**config.mk**
```make
export PLATFORM = sky130hd
export DESIGN_NAME = mem_array_ctrl_flat
export DESIGN_NICKNAME = d
export VERILOG_FILES = /design/src/rtl/mem_pkg.sv /design/src/rtl/mem_array_ctrl_if.sv /design/src/rtl/mem_storage.sv /design/src/rtl/mem_array_ctrl.sv /design/src/flat_wrapper.sv
export SDC_FILE = /design/constraint.sdc
export NUM_CORES = 1
export LEC_CHECK = 0
export ABC_AREA = 1
export BUFFER_PORTS_ARGS = -buffer_cell sky130_fd_sc_hd__buf_4
export CAP_MARGIN = 20
export CORE_MARGIN = 10
export CORE_UTILIZATION = 65
export CTS_CLUSTER_DIAMETER = 60
export DETAILED_ROUTE_END_ITERATION = 10
export PLACE_DENSITY = 0.84
export SYNTH_ARGS = -nofsm -noshare
export SYNTH_HDL_FRONTEND = slang
export SYNTH_SLANG_ARGS = --single-unit
```
**constraint.sdc**
```tcl
create_clock -name clk -period 9.3 [get_ports clk]
set_input_delay 0.93 -clock clk [delete_from_list [all_inputs] [get_ports clk]]
set_output_delay 0.93 -clock clk [all_outputs]
set_load 0.005 [all_outputs]
```
**src/rtl/mem_pkg.sv**
```systemverilog
// Shared sizing and types for the register-file memory. The RTL, the interface
// bundle and the test environment all use these.
package mem_pkg;
  localparam int MEM_ADDR_W = 4;
  localparam int MEM_DATA_W = 8;
  localparam int MEM_DEPTH  = 16;

  typedef logic [MEM_ADDR_W-1:0] addr_t;
  typedef logic [MEM_DATA_W-1:0] data_t;

  typedef struct packed {
    logic  wr_en;
    logic  rd_en;
    addr_t addr;
    data_t wdata;
  } mem_req_t;
endpackage

```
**src/rtl/mem_array_ctrl_if.sv**
```systemverilog
// Access bundle for mem_array_ctrl. One shared address carries both the
// write and the read.
interface mem_array_ctrl_if
  import mem_pkg::*;
#(
  parameter int ADDR_WIDTH = MEM_ADDR_W,
  parameter int DATA_WIDTH = MEM_DATA_W
);
  logic [ADDR_WIDTH-1:0] addr;
  logic                  wr_en;
  logic                  rd_en;
  logic [DATA_WIDTH-1:0] wdata;
  logic [DATA_WIDTH-1:0] rdata;
  logic                  rd_valid;

  modport master (output addr, wr_en, rd_en, wdata, input  rdata, rd_valid);
  modport slave  (input  addr, wr_en, rd_en, wdata, output rdata, rd_valid);
endinterface

```
**src/rtl/mem_storage.sv**
```systemverilog
// Flop array with asynchronous clear, one write port and a combinational read.
// The caller gates writes and read results for out-of-range addresses.
module mem_storage #(
  parameter int ADDR_WIDTH = 4,
  parameter int DATA_WIDTH = 8,
  parameter int DEPTH      = 16
) (
  input  logic                  clk,
  input  logic                  reset,
  input  logic                  we,
  input  logic [ADDR_WIDTH-1:0] waddr,
  input  logic [DATA_WIDTH-1:0] wdata,
  input  logic [ADDR_WIDTH-1:0] raddr,
  output logic [DATA_WIDTH-1:0] rword
);
  logic [DEPTH-1:0][DATA_WIDTH-1:0] mem;

  always_ff @(posedge clk or posedge reset) begin
    if (reset)   mem <= '0;
    else if (we) mem[waddr] <= wdata;
  end

  assign rword = mem[raddr];
endmodule

```
**src/rtl/mem_array_ctrl.sv**
```systemverilog
// Single-port register-file memory: write on the edge, registered read one
// cycle later. Read-before-write on a same-cycle collision.
module mem_array_ctrl
  import mem_pkg::*;
#(
  parameter int ADDR_WIDTH = MEM_ADDR_W,
  parameter int DATA_WIDTH = MEM_DATA_W,
  parameter int DEPTH      = MEM_DEPTH
) (
  input  logic              clk,
  input  logic              reset,
  mem_array_ctrl_if.slave   bus
);
  localparam logic [ADDR_WIDTH:0] DEPTH_L = (ADDR_WIDTH+1)'(DEPTH);

  logic                  in_range;
  logic [DATA_WIDTH-1:0] rword;
  logic [DATA_WIDTH-1:0] rdata_q;
  logic                  rd_valid_q;

  assign in_range = {1'b0, bus.addr} < DEPTH_L;

  mem_storage #(
    .ADDR_WIDTH (ADDR_WIDTH),
    .DATA_WIDTH (DATA_WIDTH),
    .DEPTH      (DEPTH)
  ) u_storage (
    .clk   (clk),
    .reset (reset),
    .we    (bus.wr_en & in_range),
    .waddr (bus.addr),
    .wdata (bus.wdata),
    .raddr (bus.addr),
    .rword (rword)
  );

  // rword is the pre-edge array content, so a colliding write is not visible
  // to the read sampled on the same edge.
  always_ff @(posedge clk or posedge reset) begin
    if (reset) begin
      rdata_q    <= '0;
      rd_valid_q <= 1'b0;
    end else begin
      rd_valid_q <= bus.rd_en;
      if (bus.rd_en) rdata_q <= in_range ? rword : '0;
    end
  end

  assign bus.rdata    = rdata_q;
  assign bus.rd_valid = rd_valid_q;
endmodule

```
**src/flat_wrapper.sv**
```systemverilog
// flat-port wrapper written by rule: the top's interface ports become plain ports
module mem_array_ctrl_flat import mem_pkg::*;
#(
  parameter int ADDR_WIDTH = MEM_ADDR_W,
  parameter int DATA_WIDTH = MEM_DATA_W,
  parameter int DEPTH      = MEM_DEPTH
)
  (clk, reset, bus_addr, bus_wr_en, bus_rd_en, bus_wdata, bus_rdata, bus_rd_valid);
  mem_array_ctrl_if #(.ADDR_WIDTH(ADDR_WIDTH), .DATA_WIDTH(DATA_WIDTH)) bus_i ();
  input  logic clk;
  input  logic reset;
  input wire logic [$bits(bus_i.addr)-1:0] bus_addr;
  input wire logic [$bits(bus_i.wr_en)-1:0] bus_wr_en;
  input wire logic [$bits(bus_i.rd_en)-1:0] bus_rd_en;
  input wire logic [$bits(bus_i.wdata)-1:0] bus_wdata;
  output wire logic [$bits(bus_i.rdata)-1:0] bus_rdata;
  output wire logic [$bits(bus_i.rd_valid)-1:0] bus_rd_valid;
  assign bus_i.addr = bus_addr;
  assign bus_i.wr_en = bus_wr_en;
  assign bus_i.rd_en = bus_rd_en;
  assign bus_i.wdata = bus_wdata;
  assign bus_rdata = bus_i.rdata;
  assign bus_rd_valid = bus_i.rd_valid;
  mem_array_ctrl #(.ADDR_WIDTH(ADDR_WIDTH), .DATA_WIDTH(DATA_WIDTH), .DEPTH(DEPTH)) u_core (.clk(clk), .reset(reset), .bus(bus_i));
endmodule
```
Word level (Yosys, flattened, before mapping)
Index checks and enable logic that the tools add are counted.
{"block": "totals", "reg_bits": 137, "latch_bits": 0, "ramBits": 0, "romBits": 0, "in_bits": 16, "output_inout_bits": 9, "wordCells": 26, "n_memories": 0}
{"block": "classes", "add_sub_neg": 0, "multipliers": 0, "div_mod_pow": 0, "order_cmp": 2, "n_eq_ne": 0, "shifts": 0, "n_mux": 5, "bitwise_logic": 0, "reduce_logical": 1}
{"operator": "$bwmux 128", "n": 1}
{"operator": "$bmux 8 s4", "n": 1}
{"operator": "$demux 8 s4", "n": 1}
{"operator": "$mux 8", "n": 2}
{"operator": "$lt 4x5->1 const B", "n": 1}
{"operator": "$ge 4x1->1 const B", "n": 1}
{"operator": "$logic_and 1x1->1", "n": 1}

Depth between registers and ports, before layout
Gate-level depths: netlist of run 1.
{"block": "depth", "ltp_word": 5, "depth_mapped": 11, "ltp_nobuf": 9}

Modules after synthesis
A second synthesis of run 1 with hierarchy kept.
{"block": "unflattened", "cells_unflattened": 880, "hier_area_um2": 6690.2}
{"module": "mem_storage", "instances": 1, "cells_per_inst": 844, "area_per_inst_um2": 6356.1, "seq_area_each_um2": 3203.1}
{"module": "mem_array_ctrl", "instances": 1, "cells_per_inst": 36, "area_per_inst_um2": 334.1, "seq_area_each_um2": 225.2}

Least setup slack after synthesis of run 1
No wires, ideal clock.
{"block": "synth_timing", "path_kind": "input to register", "from": "input bus_addr[1]", "to": "register u_core.u_storage.mem[92] in the netlist's numbering", "setup_ns": 0.130, "arrival_ns": 1.850, "required_time_ns": 9.170, "path_slack_ns": 7.320, "stages": 7, "n_path_buf": 2, "path_cell_list": "buf_4 -> clkinv_2 -> nor3_4 -> nand2_4 -> buf_6 -> nand2_1 -> o21ai_2"}
{"block": "synth_via", "elab_chain_len": 5, "word_cells_on_any_way": 6, "classes_between": "order compare: 2; mux: 3; reduce/logical: 1"}
{"element": "start, declared", "line_no": "flat_wrapper.sv:12", "text": "input wire logic [$bits(bus_i.addr)-1:0] bus_addr;"}
{"element": "$lt 4x5->1 (implied by the code) or $ge 4x1->1 (tied branches)", "line_no": "mem_storage.sv:20", "text": "else if (we) mem[waddr] <= wdata;"}
{"element": "$logic_and 1x1->1 (implied by the code)", "line_no": "mem_storage.sv:20"}
{"element": "$mux 8 (implied by the code)", "line_no": "mem_storage.sv:20"}
{"element": "$demux 8 s4 *", "line_no": "mem_storage.sv:20"}
{"element": "$bwmux 128 *", "line_no": "mem_storage.sv:20"}
{"element": "end signal, assigned by index", "line_no": "mem_storage.sv:20"}
{"element": "end, declared", "line_no": "mem_storage.sv:16", "text": "logic [DEPTH-1:0][DATA_WIDTH-1:0] mem;"}
Every way passes the cells marked *; elsewhere a longest branch is shown, timed or not.
A chain may end at the register's enable or synchronous reset.

Worst setup path in the final report of run 1
{"block": "layout_timing", "from": "input bus_addr[0]", "to": "register u_core.u_storage.mem[29] in the netlist's numbering"}
The elaborated chain is that of the path after synthesis.

==> results.tsv, run 1 <==
stage	metric	value	unit
outcome	status	finished clean	
sta	finalHoldViolCount	0	
synth	synth_area_per_cell	7.94	µm²
drt	vias	5600	
setup_path	r2r_end	u_core.bus.rdata[6]	
setup_path	r2r-start	u_core.u_storage.mem[46]	
setup_path	r2r.worst_path.cells	8	
floorplanning	rows	36	
place	dp_hpwl	9.93	mm
cts	cts_max_level	4	
final_layout	mostFrequentLayoutCells	nand2_1 (346), dfrtp_1 (137), nor2_1 (75)	
final_layout	n_antenna_cell	0	
setup_path	endpoint_kind	flop	
sta	finalSetupViolations	0	
floorplanning	start_util	66.6	%
sta	clock-skew-final	0.00861	ns
drt	first_iter_violations	738	
cts	cts_buffers	17	
synth	synth_area	0.00648	mm²
cts	postCtsSetupBuffers	0	
synth	synthCells	816	
floorplanning	dieHeight	120	µm
sta	rsz0062_at_grt	no	
synth	synth.distinct_cells	22	
synth	syn-num-nets	832	
power_and_ir_drop	p_per_area	252	mW/mm²
final_layout	final_common_cell	nand2_1	
place	numPortBuffers	24	
drt	totalWireLength	16.6	mm
synth	synth_compound_area_share	11.0	%
synth	ys_ff_latch	137	
setup_path	worst_ep_required_time	9.70	ns
place	place_congestion	0.899	
sta	max_freq	341	MHz
power_and_ir_drop	cellLeakagePower	0.00359	µW
sta	hold_slack	0.492	ns
run	maxCapViolations	0	
final_layout	nets	826	
grt	overflow	0	
drt	viasPerCell	5.86	
drt	post_drt_wl_per_cell	17.3	µm
cts	root_buffer	clkbuf_8	
synth	synth_top_family_by_area	simple AND/OR/NAND/NOR gates	
cts	cts_sinks	137	
sta	fin_crit_sh	31.6	%
setup_path	arrival	3.34	ns
setup_path	reg2reg_slack	8.08	ns
sta	slew_violations	0	
synth	synth_xor_area_share	0	%
setup_path	start_kind	primary input	
grt	antenna_found_initial	0	
synth	synthAdderAreaFrac	0	%
worst_hold_path	hold_start	u_core.u_storage.mem[121]	
floorplanning	ios	25	
place	dp_cells	924	
synth	synthMuxAreaShare	0	%
synth	ys_seq_area_share	52.9	%
setup_path	endpoint	u_core.u_storage.mem[29]	
final_layout	fill_cells	725	
power_and_ir_drop	total_power	1820	µW
final_layout	drive_gt1_share	11.9	%
grt	grt_usage	24.0	%
power_and_ir_drop	irDropWorstVdd	231	µV
grt	grt_max_degree	70	
grt	grt_first_pass_wirelength	27.5	mm
floorplanning	placeableCoreArea	0.00973	mm²
cts	path_clk_slew	0.06	ns
sta	setup_tns	0	ns
sta	period_needed	2.94	ns
drt	antenna_left	0	
synth	ys_warn_count	0	
sta	worst_pin_slew	0.871	ns
worst_hold_path	min_path_type	flop to flop	
drt	drc	0	
cts	clockBufferDepth	2	
floorplanning	chipWidth	120	µm
final_layout	finalNonFillerCells	956	
cts	cts_tree	done	
cts	clk_latency	0.55	ns
synth	synth-simple-area-share	30.5	%
floorplanning	die-area	0.0144	mm²
setup_path	path_max_fanout	67	
grt	grt_pass1_vias	5444	
sta	slew_headroom	41.7	%
setup_path	path_class	primary input to flop	
final_layout	area_delta_synth_final	11.1	%
cts	cts_hold_buffers	0	
drt	dr.pass1.iters	6	
cts	cts_resized	0	
setup_path	startpoint	bus_addr[0]	
==> Yosys cell counts (all sizes together) <==
cell | n | area [µm²]
buf | 31 | 215
clkinv | 1 | 5.00
nor3 | 2 | 26.3
dfrtp | 137 | 3430
o21ai | 80 | 475
clkbuf | 20 | 75.1
nand3 | 40 | 200
nand4 | 8 | 50.1
inv | 17 | 63.8
a21oi | 48 | 240
nor2 | 82 | 355
nand2 | 350 | 1340
==> critical path: stages <==
cell and delay, ns:
buf_4 0.56, inv_2 0.47, buf_4 0.38, nor3_4 0.49, nand2_4 0.24, nand2_1 0.17
o21ai_2 0.07
==> how the worst min path moves through the flow <==
stage / end / cells past startpoint
after floorplan: u_core.u_storage.mem[10] / 2
after global placement: u_core.u_storage.mem[89] / 2
after detailed placement: u_core.u_storage.mem[121] / 2
after CTS: u_core.u_storage.mem[121] / 2
after global routing: u_core.u_storage.mem[58] / 2
final: u_core.u_storage.mem[121] / 2
==> power by group <==
part,switching (µW),internal (µW)
sequential,80.0,723
combinational,182,111
clock,251,471
==> cell families (layout without fill, tap and decap cells) <==
group           after synthesis  count (layout)
compound gates              128             128
buf+inv                      69              76
flops                       137             137
simple gates                482             482
==> metrics by stage <==
step	area [µm²]	worst slack, ns	util (%)
finish	7200	6.36	74.0
detailed placement	6550	5.92	67.3
CTS	7200	6.46	74.0
global route	7200	6.26	74.0
floorplan	6480	4.70	-
global placement	6550	6.01	67.3
==> layout make-up <==
| class | count | area (µm²) | area share, % |
|---|---|---|---|
| Inverter | 18 | 71.3 | 0.991 |
| Timing Repair Buffer | 26 | 195 | 2.71 |
| Tap cell | 133 | 166 | 2.31 |
| Sequential cell | 137 | 3430 | 47.6 |
| Clock inverter | 10 | 164 | 2.28 |
| Clock buffer | 22 | 483 | 6.71 |
| Multi-Input combinational cell | 610 | 2690 | 37.4 |
==> routing by layer <==
layer / routed length [µm] / global-route usage (%) / vias up
met4: 460 / 10.0 / 0
met2: 7900 / 37.9 / 289
met5: 0 / 0 / -
met3: 1360 / 7.17 / 55
li1: - / - / 2590
met1: 6850 / 30.2 / 2666
==> flip-flops by register name, summed over array words and instances (netlist names) <==
signal	cells
u_core.bus.rd_valid	1
u_core.bus.rdata	8
u_core.u_storage.mem	128
Note: power is estimated with default switching activity, not from simulation.
==> run 2: changes to the inputs <==
--- a/config.mk
+++ b/config.mk
@@ -9,10 +9,10 @@
 export BUFFER_PORTS_ARGS = -buffer_cell sky130_fd_sc_hd__buf_4
 export CAP_MARGIN = 20
 export CORE_MARGIN = 10
-export CORE_UTILIZATION = 65
+export CORE_UTILIZATION = 62
 export CTS_CLUSTER_DIAMETER = 60
 export DETAILED_ROUTE_END_ITERATION = 10
-export PLACE_DENSITY = 0.84
+export PLACE_DENSITY = 0.81
 export SYNTH_ARGS = -nofsm -noshare
 export SYNTH_HDL_FRONTEND = slang
 export SYNTH_SLANG_ARGS = --single-unit
==> constraint.sdc (replaced) <==
create_clock -name clk -period 2.85 [get_ports clk]
set_input_delay 0.285 -clock clk [delete_from_list [all_inputs] [get_ports clk]]
set_output_delay 0.285 -clock clk [all_outputs]
set_load 0.005 [all_outputs]
==> run 2 against run 1 <==
  * Largest cell class unchanged
  * Die area increased by 4.0%
  * Register-to-register slack got worse by 6.4 ns
  * Critical endpoint is now u_core.bus.rdata[6]
  * Global-route usage fell by 1.7 points
  * Via count fell by 2.2%
  * Critical path depth is 4 higher
  * Worst setup slack worse by 5.1 ns
  * First-iteration DRC count is 3.3% lower
  * Sequential share of layout area fell by 0.40 points
  * Flip-flop and latch count is the same
==> results.tsv, run 2 (synthesis results as in run 1) <==
stage	metric	value	unit
sta	setup_tns	0	ns
setup_path	arrival	2.00	ns
final_layout	area_delta_synth_final	12.1	%
cts	path_clk_slew	0.06	ns
final_layout	max_flop_register	u_core.u_storage.mem	
floorplanning	start_util	63.3	%
grt	grt_first_pass_wirelength	26.3	mm
drt	viasPerCell	5.66	
setup_path	worst_ep_required_time	3.29	ns
cts	root_buffer	clkbuf_8	
place	place_congestion	0.917	
place	dp_hpwl	9.82	mm
place	dp_cells	934	
floorplanning	chipWidth	122	µm
grt	grt_usage	22.3	%
cts	postCtsSetupBuffers	0	
setup_path	endpoint_kind	flop	
final_layout	largest_reg_flops	128	
sta	slew_violations	0	
sta	clock-skew-final	0.00559	ns
power_and_ir_drop	cellLeakagePower	0.00363	µW
setup_path	cp_cell_sequence	buf_4 -> inv_2 -> buf_4 -> nand2_1 -> nand2_1 -> nand2_1 -> nand2_1 -> nand2_1 -> nand3_1 -> nor2_1 -> nor2_1	
sta	finalHoldViolCount	0	
drt	totalWireLength	15.8	mm
sta	slew_headroom	44.1	%
final_layout	multi_input_area	0.00269	mm²
setup_path	max_stage_delay	0.36	ns
grt	overflow	0	
sta	max_freq	643	MHz
cts	cts_resized	0	
drt	dr.pass1.iters	5	
floorplanning	placeableCoreArea	0.0102	mm²
final_layout	drive_gt1_share	12.5	%
cts	cts_hold_buffers	2	
power_and_ir_drop	combPwrFrac	16.3	%
drt	drc	0	
place	numPortBuffers	24	
power_and_ir_drop	p_clk_share	39.3	%
final_layout	fill_cells	809	
grt	grt_pass1_vias	5342	
final_layout	nets	835	
final_layout	finalInstanceArea	0.00726	mm²
outcome	status	finished clean	
cts	cts_tree	done	
setup_path	path_max_fanout	40	
sta	worst_pin_slew	0.836	ns
setup_path	critPathBufInv	3	
power_and_ir_drop	seq_power_share	44.4	%
final_layout	finalNonFillerCells	968	
floorplanning	ios	25	
worst_hold_path	min_path_type	primary input to flop	
sta	fin_ws	1.29	ns
power_and_ir_drop	irDropWorstVdd	525	µV
sta	finalSetupViolations	0	
sta	rsz0062_at_grt	no	
sta	fin_crit_sh	54.6	%
final_layout	mostFrequentLayoutCells	nand2_1 (346), dfrtp_1 (137), nor2_1 (75)	
grt	grt_max_degree	47	
power_and_ir_drop	p_per_area	805	mW/mm²
place	dpl_cell_area	0.00662	mm²
setup_path	cpMostUsedCell	nand2_1	
sta	period_needed	1.56	ns
setup_path	crit_slowest_cell	buf_4	
final_layout	area.sequential	0.00343	mm²
drt	vias	5477	
floorplanning	die-area	0.0149	mm²
cts	cts_sinks	137	
final_layout	n_antenna_cell	0	
drt	antenna_left	0	
cts	clk_latency	0.55	ns
drt	first_iter_violations	714	
floorplanning	dieHeight	122	µm
power_and_ir_drop	p_sw_share	28.3	%
setup_path	start_kind	primary input	
grt	antenna_found_initial	0	
cts	clockBufferDepth	2	
cts	cts_buffers	17	
final_layout	final_common_cell	nand2_1	
run	maxCapViolations	0	
cts	cts_max_level	4	
setup_path	path_class	primary input to flop	
power_and_ir_drop	p_sw	1650	µW
floorplanning	rows	37	
setup_path	crit_family	buffers and inverters	
drt	post_drt_wl_per_cell	16.3	µm
place	pre_cts_ws	0.804	ns
power_and_ir_drop	internal_power	4190	µW
## run 2: cell count changes in the layout (fill, tap and decap cells not counted)
cell	delta
buf_4	+6
clkbuf_8	-3
clkinv_2	+3
dlygate4sd3_1	+2
buf_12	+1
clkbuf_1	+1
clkinv_4	+1
clkinvlp_4	-1
inv_4	-1
## run 2: worst paths after layout
check,startpoint,end,slack (ns),cells after the start
max,bus_addr[0],u_core.bus.rdata[6],1.29,11
min,bus_wdata[7],u_core.u_storage.mem[63],0.31,3
max reg2reg,u_core.u_storage.mem[38],u_core.bus.rdata[6],1.69,8
min reg2reg,u_core.u_storage.mem[89],u_core.u_storage.mem[89],0.49,2
max in group asynchronous,reset,u_core.u_storage.mem[50],1.51,4
min in group asynchronous,reset,u_core.u_storage.mem[96],0.45,3
## run 2: final cells by class
type / instances / area share, %
sequential: 137 / 47.2
tap: 136 / 2.34
inverter: 18 / 0.999
timing repair buffer: 35 / 3.86
clock inverter: 12 / 2.38
multi-input combinational: 610 / 37.1
clock buffer: 20 / 6.13
## run 2: power groups by stage
stage | Combinational (µW) | Clock, µW | Sequential (µW)
floorplan | 718 | 0 | 2550
global placement | 897 | 0 | 2600
detailed placement | 936 | 0 | 2610
CTS | 951 | 2310 | 2590
global route | 1100 | 2410 | 2640
finish | 951 | 2300 | 2600
## run 2: worst register-to-register path: stages (launching register included)
cell     delay [ns]
dfrtp_1        0.39
nand2_1        0.08
nand2_1        0.06
nand2_1        0.07
nand2_1        0.06
nand2_1        0.08
nand3_1        0.15
nor2_1         0.12
nor2_1         0.05
## run 2: routing by layer
metal  GRT usage, %  part of all wire [%]
met5              0                     0
met2           34.0                    47
met1           29.5                    45
met3           6.89                   7.3
met4           8.10                   1.6
## run 2: per-stage QoR
| stage | hold WS (ns) | util [%] | total power, µW |
|---|---|---|---|
| after floorplan | 0.316 | - | 3270 |
| after global placement | 0.465 | 64.7 | 3490 |
| after detailed placement | 0.469 | 64.7 | 3550 |
| after CTS | 0.285 | 71.0 | 5850 |
| after global routing | 0.318 | 71.0 | 6140 |
| final | 0.310 | 71.0 | 5850 |
==> run 3: changes to the inputs <==
==> constraint.sdc (replaced) <==
create_clock -name clk -period 1.5 [get_ports clk]
set_input_delay 0.15 -clock clk [delete_from_list [all_inputs] [get_ports clk]]
set_output_delay 0.15 -clock clk [all_outputs]
set_load 0.005 [all_outputs]
==> run 3 against run 2 <==
  * Sequential power grew 90%
  * Sequential share of layout area shrank 1.3 points
  * First-iteration DRC count grew 9.0%
  * Largest cell class unchanged
  * Final cell count grew 1.9%
  * Critical path type is now flop to primary output
  * Die area is the same
==> results.tsv, run 3 (synthesis results as in run 1) <==
stage	metric	value	unit
drt	antenna_left	0	
place	dp_hpwl	10.3	mm
floorplanning	rows	37	
floorplanning	chipWidth	122	µm
place	numPortBuffers	24	
setup_path	max_stage_delay	0.39	ns
grt	grt_pass1_vias	5323	
sta	finalHoldViolCount	0	
power_and_ir_drop	cellLeakagePower	0.00375	µW
cts	path_clk_slew	0.06	ns
setup_path	start_kind	flop	
sta	period_needed	1.22	ns
setup_path	crit_slowest_cell	dfrtp_1	
drt	post_drt_wl_per_cell	16.4	µm
final_layout	largest_reg_flops	128	
sta	finalSetupViolations	0	
setup_path	worst_ep_required_time	1.35	ns
sta	clock-skew-final	0.00756	ns
run	maxCapViolations	0	
final_layout	fill_cells	757	
cts	cts_buffers	17	
drt	vias	5622	
cts	cts_sinks	137	
final_layout	max_flop_register	u_core.u_storage.mem	
setup_path	r2r_end	u_core.bus.rdata[5]	
cts	cts_tree	done	
cts	clk_latency	0.54	ns
final_layout	n_antenna_cell	0	
grt	grt_max_degree	83	
cts	root_buffer	clkbuf_8	
drt	first_iter_violations	778	
sta	max_freq	822	MHz
place	place_congestion	0.908	
grt	grt_first_pass_wirelength	27.2	mm
sta	worst_pin_slew	0.486	ns
sta	setup_tns	0	ns
final_layout	drive_gt1_share	14.1	%
outcome	status	finished clean	
drt	totalWireLength	16.2	mm
setup_path	path_class	flop to primary output	
floorplanning	start_util	63.3	%
cts	cts_max_level	4	
setup_path	critPathBufInv	1	
grt	grt_usage	23.1	%
worst_hold_path	hold_start	bus_wdata[7]	
cts	cts_resized	0	
final_layout	area_delta_synth_final	15.3	%
power_and_ir_drop	p_clk_share	39.6	%
final_layout	final_common_cell	nand2_1	
floorplanning	dieHeight	122	µm
power_and_ir_drop	p_sw_share	27.3	%
setup_path	endpoint_kind	primary output	
power_and_ir_drop	p_sw	3080	µW
worst_hold_path	hold_depth	4	
setup_path	r2r-start	u_core.u_storage.mem[61]	
power_and_ir_drop	total_power	11300	µW
sta	slew_violations	0	
setup_path	cp_cell_sequence	buf_4	
setup_path	path_max_fanout	2	
worst_hold_path	min_path_type	primary input to flop	
power_and_ir_drop	internal_power	8200	µW
setup_path	r2r.worst_path.cells	8	
cts	clockBufferDepth	2	
setup_path	reg2reg_slack	0.35	ns
worst_hold_path	holdPathEnd	u_core.u_storage.mem[63]	
floorplanning	die-area	0.0149	mm²
sta	slew_headroom	67.5	%
grt	antenna_found_initial	0	
sta	rsz0062_at_grt	no	
drt	dr.pass1.iters	6	
final_layout	mostFrequentLayoutCells	nand2_1 (346), dfrtp_1 (137), nor2_1 (75)	
floorplanning	ios	25	
power_and_ir_drop	combPwrFrac	16.7	%
setup_path	arrival	1.07	ns
power_and_ir_drop	irDropWorstVdd	1340	µV
power_and_ir_drop	p_per_area	1510	mW/mm²
floorplanning	placeableCoreArea	0.0102	mm²
grt	overflow	0	
final_layout	finalNonFillerCells	986	
place	dp_cells	952	
final_layout	final_core_util	73.0	%
drt	drc	0	
sta	fin_crit_sh	81.1	%
setup_path	crit_family	flip-flops	
power_and_ir_drop	seq_power_share	43.7	%
sta	hold_slack	0.0915	ns
final_layout	nets	853	
drt	viasPerCell	5.70	
==> run 3: cell count changes in the layout (fill, tap and decap cells not counted), sizes merged <==
cell and change:
buf +18, clkbuf +6, clkinv -5, clkinvlp -1
==> run 3: per-layer routing <==
layer | global-route usage [%] | part of all wire [%] | vias to the layer above
li1 | - | - | 2647
met1 | 31.1 | 45 | 2706
met2 | 35.8 | 47 | 238
met3 | 5.00 | 6.7 | 31
met4 | 8.98 | 1.9 | 0
met5 | 0 | 0 | -
==> run 3: repair_timing <==
item	CTS	global route
setup buffers	0	0
endpoints found under the hold margin	146	0
hold buffers	2	0
==> run 3: how the worst max path moves through the flow <==
stage                             start                   endpoint  slack [ns]  depth (start not counted)
3_3_place_gp                bus_addr[1]   u_core.u_storage.mem[91]        0.06                          6
5_1_grt        u_core.u_storage.mem[61]        u_core.bus.rdata[5]        0.23                          8
3_5_place_dp                bus_addr[0]  u_core.u_storage.mem[118]        0.02                          8
4_1_cts             u_core.bus.rdata[1]               bus_rdata[1]        0.27                          1
6_report            u_core.bus.rdata[1]               bus_rdata[1]        0.28                          1
2_1_floorplan                     reset        u_core.bus.rd_valid       -0.36                          1
==> run 3: power groups by stage <==
stage / Clock [µW] / Combinational, µW / Sequential (µW)
final: 4470 / 1880 / 4930
after global routing: 4670 / 2160 / 5020
after CTS: 4520 / 1880 / 4910
after detailed placement: 0 / 1850 / 4960
after global placement: 0 / 1760 / 4920
after floorplan: 0 / 1360 / 4850
==> run 3: final cells by class <==
| cell class | instances | area, µm² | area share, % |
|---|---|---|---|
| Sequential cell | 137 | 3430 | 45.9 |
| Multi-Input combinational cell | 610 | 2690 | 36.0 |
| Clock buffer | 26 | 508 | 6.80 |
| Timing Repair Buffer | 53 | 465 | 6.23 |
| Tap cell | 136 | 170 | 2.28 |
| Clock inverter | 6 | 133 | 1.78 |
| Inverter | 18 | 72.6 | 0.972 |
==> run 3: stage by stage <==
step	area (µm²)	setup slack (ns)
detailed placement	6810	0.0246
finish	7470	0.284
global route	7470	0.229
floorplan	6480	-0.357
global placement	6810	0.0589
CTS	7470	0.271
